==> src/rtl/net_tx_arbiter.sv <==
// net_tx_arbiter: packet-granular round-robin merge of NPORTS transmit streams
// onto one registered 64-bit output stream.
//
// Ports:
//   clock, reset            - rising-edge clock, asynchronous active-low reset
//   in_valid/in_ready       - per-requester beat handshake
//   in_bits_data/keep/last  - per-requester beat payload, requester i in slice i
//   net_out_valid/ready     - merged output handshake (registered output stage)
//   net_out_bits_data/keep/last - merged beat payload
//   grant                   - one-hot owner of the current packet, zero when idle
//   busy                    - high while a packet owns the output
module net_tx_arbiter #(
    parameter int unsigned NPORTS = 4
) (
    input  logic                   clock,
    input  logic                   reset,
    input  logic [NPORTS-1:0]      in_valid,
    output logic [NPORTS-1:0]      in_ready,
    input  logic [64*NPORTS-1:0]   in_bits_data,
    input  logic [8*NPORTS-1:0]    in_bits_keep,
    input  logic [NPORTS-1:0]      in_bits_last,
    output logic                   net_out_valid,
    input  logic                   net_out_ready,
    output logic [63:0]            net_out_bits_data,
    output logic [7:0]             net_out_bits_keep,
    output logic                   net_out_bits_last,
    output logic [NPORTS-1:0]      grant,
    output logic                   busy
);

    localparam int unsigned PW = $clog2(NPORTS);

    typedef enum logic {StIdle, StLocked} state_e;

    state_e            state_q;
    logic [PW-1:0]     ptr_q;
    logic [PW-1:0]     owner_q;
    logic [NPORTS-1:0] grant_q;
    logic              out_full_q;
    logic [63:0]       out_data_q;
    logic [7:0]        out_keep_q;
    logic              out_last_q;

    logic              slot_free;
    logic              transfer;
    logic [63:0]       sel_data;
    logic [7:0]        sel_keep;
    logic              sel_last;
    logic              pick_found;
    logic [PW-1:0]     pick_idx;
    logic [NPORTS-1:0] pick_onehot;
    int unsigned       cand_w;

    // The output slot can take a beat if empty or draining this cycle.
    assign slot_free = !out_full_q | net_out_ready;
    assign in_ready  = (state_q == StLocked && slot_free) ? grant_q : '0;
    assign transfer  = |(in_valid & in_ready);

    // Payload of the granted requester; grant_q is one-hot so at most one hit.
    always_comb begin
        sel_data = '0;
        sel_keep = '0;
        sel_last = 1'b0;
        for (int i = 0; i < NPORTS; i++) begin
            if (grant_q[i]) begin
                sel_data = in_bits_data[64*i +: 64];
                sel_keep = in_bits_keep[8*i +: 8];
                sel_last = in_bits_last[i];
            end
        end
    end

    // Round-robin search: first valid requester at or after ptr_q, wrapping.
    always_comb begin
        pick_found = 1'b0;
        pick_idx   = '0;
        cand_w     = 0;
        for (int unsigned k = 0; k < NPORTS; k++) begin
            cand_w = 32'(ptr_q) + k;
            if (cand_w >= NPORTS) begin
                cand_w = cand_w - NPORTS;
            end
            if (!pick_found && in_valid[cand_w[PW-1:0]]) begin
                pick_found = 1'b1;
                pick_idx   = cand_w[PW-1:0];
            end
        end
    end

    assign pick_onehot = NPORTS'(1) << pick_idx;

    always_ff @(posedge clock or negedge reset) begin
        if (!reset) begin
            state_q    <= StIdle;
            ptr_q      <= '0;
            owner_q    <= '0;
            grant_q    <= '0;
            out_full_q <= 1'b0;
            out_data_q <= '0;
            out_keep_q <= '0;
            out_last_q <= 1'b0;
        end else begin
            unique case (state_q)
                StIdle: begin
                    if (pick_found) begin
                        grant_q <= pick_onehot;
                        owner_q <= pick_idx;
                        state_q <= StLocked;
                    end
                end
                StLocked: begin
                    // Owner keeps the grant through any valid gaps until its last beat.
                    if (transfer && sel_last) begin
                        state_q <= StIdle;
                        grant_q <= '0;
                        ptr_q   <= (owner_q == PW'(NPORTS - 1)) ? '0 : owner_q + 1'b1;
                    end
                end
                default: state_q <= StIdle;
            endcase

            // A load wins over a drain, so back-to-back beats keep the slot full.
            if (transfer) begin
                out_full_q <= 1'b1;
                out_data_q <= sel_data;
                out_keep_q <= sel_keep;
                out_last_q <= sel_last;
            end else if (net_out_ready) begin
                out_full_q <= 1'b0;
            end
        end
    end

    assign grant             = grant_q;
    assign busy              = (state_q == StLocked);
    assign net_out_valid     = out_full_q;
    assign net_out_bits_data = out_data_q;
    assign net_out_bits_keep = out_keep_q;
    assign net_out_bits_last = out_last_q;

endmodule

==> config.mk <==
export PLATFORM = sky130hd
export DESIGN_NAME = net_tx_arbiter
export DESIGN_NICKNAME = d
export VERILOG_FILES = /design/src/rtl/net_tx_arbiter.sv
export SDC_FILE = /design/constraint.sdc
export NUM_CORES = 1
export LEC_CHECK = 0
export ABC_AREA = 1
export CORE_AREA = 2 2 148 150
export DETAILED_ROUTE_END_ITERATION = 6
export DIE_AREA = 0 0 150 152
export GPL_TIMING_DRIVEN = 0
export PLACE_DENSITY = 0.63
export SYNTH_ARGS = -nofsm -noshare
export SYNTH_HDL_FRONTEND = slang
export SYNTH_SLANG_ARGS = --single-unit
==> constraint.sdc <==
create_clock -name clock -period 2.02 [get_ports clock]
set_input_delay 0.202 -clock clock [delete_from_list [all_inputs] [get_ports clock]]
set_output_delay 0.202 -clock clock [all_outputs]
set_load 0.02 [all_outputs]
# Word-level counts from Yosys, hierarchy flattened
# Cells that the tools add are included.
[op_classes] n_reduce_logical=14 muxes=42 eq_ne=3 mul=0 order_cmp=8 shift=1 n_bitwise=3 n_addsub=8 div_mod_pow=0
[op_table] op="two-way mux 64 bit" count=4
[op_table] op="two-way mux 8 bit" count=4
[op_table] op="two-way mux 2 bit" count=9
[op_table] op="two-way mux 1 bit" count=16
[op_table] op="< comparator 2 x 3 -> 1 bit, second input constant" count=4
[op_table] op="two-way mux 4 bit" count=3
[op_table] op=">= comparator 3 bit, second input constant" count=3
[op_table] op="binary-select mux 1 bit (select 2 bit)" count=4
[op_table] op="one-hot mux 4 bit (2 select lines)" count=1
[op_table] op="subtractor 2 x 1 -> 2 bit, second input constant" count=4
[op_table] op="adder 2 x 2 -> 3 bit, second input constant" count=2
[op_table] op="AND reduction 2 bit" count=3
[op_table] op="logical AND 1 bit" count=5
[op_table] op="bitwise AND 4 bit" count=1
[op_table] op="zero test 1 bit" count=4
[op_table] op="OR reduction 4 bit" count=1
[op_table] op="<< shifter 1 x 2 -> 4 bit, first input constant" count=1
[op_table] op="adder 2 x 1 -> 3 bit, second input constant" count=1
[op_table] op=">= comparator 2 x 3 -> 1 bit, second input constant" count=1
[op_table] op="adder 2 x 1 -> 2 bit, second input constant" count=1
[op_table] op="== test 2 bit, second input constant" count=1
[op_table] op="inequality test 2 x 1 -> 1 bit, second input constant" count=1
[op_table] op="inequality test 2 bit, second input constant" count=1
[op_table] op="one-hot mux 1 bit (2 select lines)" count=1
[op_table] op="3 further kinds" count=3
[word_totals] output_inout_bits=83 rom_bits=0 latch_bits=0 mem_count=0 in_bits=299 ff_bits=83 ramBits=0 word_cells=87

# Depth between registers and ports, before layout
# Gate-level depths: netlist (run 1).
[depth] word_depth=17 mapped_depth=12 depth_no_buf=12

# Worst setup path after synthesis (run 1)
# Ideal clock, no wire load.
[synth_timing] path_type="register -> register" startpoint="register state_q, in the netlist busy" endpoint="register out_data_q[45], in the netlist net_out_bits_data[45]" stages_incl_launch_ff=12 arrival_time_ns=1.501 path_buffers=2 required_time_ns=1.896 period_less_slack_ns=1.625 setup_time_ns=0.124 slack_ns=0.395 path_cell_list="dfrtp_1 inv_2 a21oi_2 inv_2 nor2_4 nand2_1 nand2_2 inv_2 buf_6 buf_6 nand2_1 nand2_1"
[synth_via] elab_chain_len=4
[synth_lines] element="start: declaration" line="35" rtl="state_e state_q;"
[synth_lines] element="start signal: assignment" line="94" rtl="state_q <= StIdle;"
[synth_lines] element="start signal: assignment" line="108" rtl="state_q <= StLocked;"
[synth_lines] element="start signal: assignment" line="114" rtl="state_q <= StIdle;"
[synth_lines] element="logical AND 1 bit" line="56" rtl="assign in_ready = (state_q == StLocked && slot_free) ? grant_q : '0;"
[synth_lines] element="two-way mux 4 bit" line="56"
[synth_lines] element="net in_ready[0]" line="18" rtl="output logic [NPORTS-1:0] in_ready,"
[synth_lines] element="bitwise AND 4 bit" line="57" rtl="assign transfer = |(in_valid & in_ready);"
[synth_lines] element="OR reduction 4 bit" line="57"
[synth_lines] element="end signal: assignment" line="125" rtl="out_data_q <= sel_data;"
[synth_lines] element="end: declaration" line="40" rtl="logic [63:0] out_data_q;"
# The timed path passes the listed nets, and every way through them passes these cells.
# A chain may end at the register's enable or synchronous reset.

# Worst setup path after layout (run 1)
[layout_timing] startpoint="register grant_q[2], in the netlist grant[2]" endpoint="register out_data_q[6], in the netlist net_out_bits_data[6]"
[layout_via] elab_chain_len=3 elab_cells_between_ends=5 classes_between="3 x mux; 1 x bitwise; 1 x reduce/logical"
[layout_lines] element="start: declaration" line="38" rtl="logic [NPORTS-1:0] grant_q;"
[layout_lines] element="start signal: assignment" line="106" rtl="grant_q <= pick_onehot;"
[layout_lines] element="two-way mux 4 bit" line="56"
[layout_lines] element="bitwise AND 4 bit" line="57"
[layout_lines] element="OR reduction 4 bit" line="57"
# Parallel ways exist; a longest one is shown, timed or not.

==> run summary, run 1 <==
# setup viols final - 0
maximum clock path buffer count - 2
Synth area leader - dfrtp_1
Static Leak - 5.04 nW
Synth Instances - 851
relative slew slack - 0.603
PortBufs - 381
GR Util All Layers - 0.237
Critical Path RT - 2300 ps
Slew Viols, Final - 0
Slew @ Worst Pin - 595 ps
vias in the first global route - 7173
endpoint type of the worst setup path - flip-flop
Layout Cells excl Fill - 1532
average vias per placed instance - 4.77
Num Clock Sinks - 83
DR iter-0 viols - 374
Post-Syn Area per Cell - 6.90 um2
share of the synthesized area in the top cell type - 0.354
CP Launch Type - flip-flop
fraction of layout cells with a size suffix above 1 - 0.0998
Clk pwr share - 0.125
Routed Wire Length - 28.1 mm
Nets - 1547
area grow syn2layout - 78.0%
H-tree Lvls - 3
status - completed
initial antenna violation count - 1
sum of negative setup slack - 0 ps
setup repair after global routing missed its margin - no
Worst Skew - 5.60 ps
post-synthesis register bit count - 83
grt ovf - 0
post-DR wirelength/cell - 18.3 um
final hold vios - 0
dpl cells - 1513
total number of yosys warnings - 0
fin util - 0.490
P_int - 0.00763 W
Psw - 0.00716 W
num ports - 382
DRC errors left - 0
Die Y - 152 um
die area - 22800 um2
Yosys cell types - 27
Hold WS - 376 ps
Root Driver - clkbuf_16
most frequent cells in the layout - nand2_1, clkdlybuf4s50_1, dfrtp_1
core area - 21400 um2
Fill cells - 2166
diode count - 0
min cycle time layout - 1890 ps
Reg power frac - 0.193
Post-DP Area - 10100 um2
TritonCTS clock tree - built
Initial Utilization - 0.275
Seq/Total Area, Yosys - 0.354
DR vias - 7303
leading cell type in the layout, fill and taps excluded - nand2_1
Post-DRT Antenna Nets - 0
clock-pin slew on the worst setup and hold paths - 70 ps
first-pass GRT wire length - 40.9 mm
synthesized cell area - 5870 um2
pwr/cell area - 1420 nW/um2
clock latency at the later pin of the worst-skew pair - 340 ps
critical path start-end classification - reg -> reg
dominant cells by area after synthesis - dfrtp_1, nand2_1, a21oi_1
placer congestion estimate - 0.897
Max-Cap Viols - 0
Max Fclk - 528 MHz
die width - 150 um
Critical Path AT - 2170 ps
FP Rows - 54
largest net degree at the start of global routing - 48
dpl hpwl - 22.1 mm
total CTS buffers - 9
CP max FO - 10
part of the cycle the worst path needs - 0.938
design area - 10500 um2
Comb power frac - 0.682
peak supply drop - 917 uV
syn nets - 1151
Sw Share - 0.484
iteration count of the initial detailed-routing pass - 5
Hold Crit Class - in -> async
[power groups by stage]
stage	Combinational, W	Sequential (W)	Clock [W]
2_1_floorplan	0.00537	0.00358	0
3_3_place_gp	0.0100	0.00284	0
3_5_place_dp	0.0101	0.00285	0
4_1_cts	0.0102	0.00286	0.00190
5_1_grt	0.0111	0.00293	0.00197
6_report	0.0101	0.00285	0.00185
[critical path: stages, from the launching register on]
cell and delay, ps:
dfrtp_2 450, buf_4 290, clkbuf_1 380, a21oi_1 100, nand2_1 80, o21ai_0 160
nand2_1 120, o211ai_2 140, nand2_1 90
[final timing paths]
kind | from | to | slack [ps] | cells past startpoint
setup reg to reg | grant[2] | net_out_bits_data[6] | 130 | 8
hold / removal | reset | net_out_bits_data[10] | 380 | 2
min in group clock | net_out_ready | net_out_valid | 470 | 4
setup / recovery | grant[2] | net_out_bits_data[6] | 130 | 8
max in group asynchronous | reset | grant[2] | 980 | 3
hold reg to reg | net_out_bits_data[44] | net_out_bits_data[44] | 480 | 2
[cell usage after synthesis (all sizes together)]
cell,n
nand2,427
clkbuf,24
inv,18
o21ai,77
a21oi,74
a21boi,1
nand4,1
nand3,18
or2,1
nor3,1
dfrtp,83
ha,1
buf,40
o211ai,72
nor2,13
[cell families after synthesis]
family	count (synthesis)	synth area share
compound gates	224	0.248
fa+ha+maj	1	0.00213
buf+inv	82	0.0831
flops	83	0.354
simple gates	461	0.313
[flip-flops by register name, summed over array words and instances (netlist names)]
name               count
busy                   1
grant                  4
net_out_bits_data     64
net_out_bits_keep      8
net_out_bits_last      1
net_out_valid          1
owner_q                2
ptr_q                  2
[area by class of cell]
type                            instances  area (um2)  area share
Inverter                               18        75.1     0.00718
Clock buffer                           12         256      0.0245
Timing Repair Buffer                  386        3880       0.371
Multi-Input combinational cell        686        3310       0.316
Clock inverter                          4        72.6     0.00694
Buffer                                 63         432      0.0413
Sequential cell                        83        2080       0.199
Tap cell                              280         350      0.0335
[per-layer routing]
layer  wire [um]  GRT usage  vias to the layer above
li1            -          -                     3602
met1       11300      0.277                     3367
met2       13900      0.415                      297
met3        2200     0.0628                       35
met4         695     0.0809                        2
met5          13          0                        -
[through the flow]
| stage | total power (W) | worst slack [ps] |
|---|---|---|
| after floorplan | 0.00896 | 395 |
| after CTS | 0.0150 | 112 |
| after global placement | 0.0129 | -2560 |
| after detailed placement | 0.0130 | -509 |
| after global routing | 0.0160 | 20.6 |
| final | 0.0148 | 125 |
[what timing repair did]
action | CTS | global route
hold buffers | 1 | 0
setup buffers | 3 | 0
pin swaps | 1 | 0
resized for setup | 16 | 2
hold endpoints to repair | 36 | 0
setup endpoints to repair | 72 | 1
No activity file was read; power rests on OpenSTA's default activity.
==> run 2: changes to the inputs <==
Settings changed: CAP_MARGIN set to 15, CTS_CLUSTER_DIAMETER set to 60.
==> results of run 2 <==
The final DEF is identical to that of run 1; final timing and power are the same.
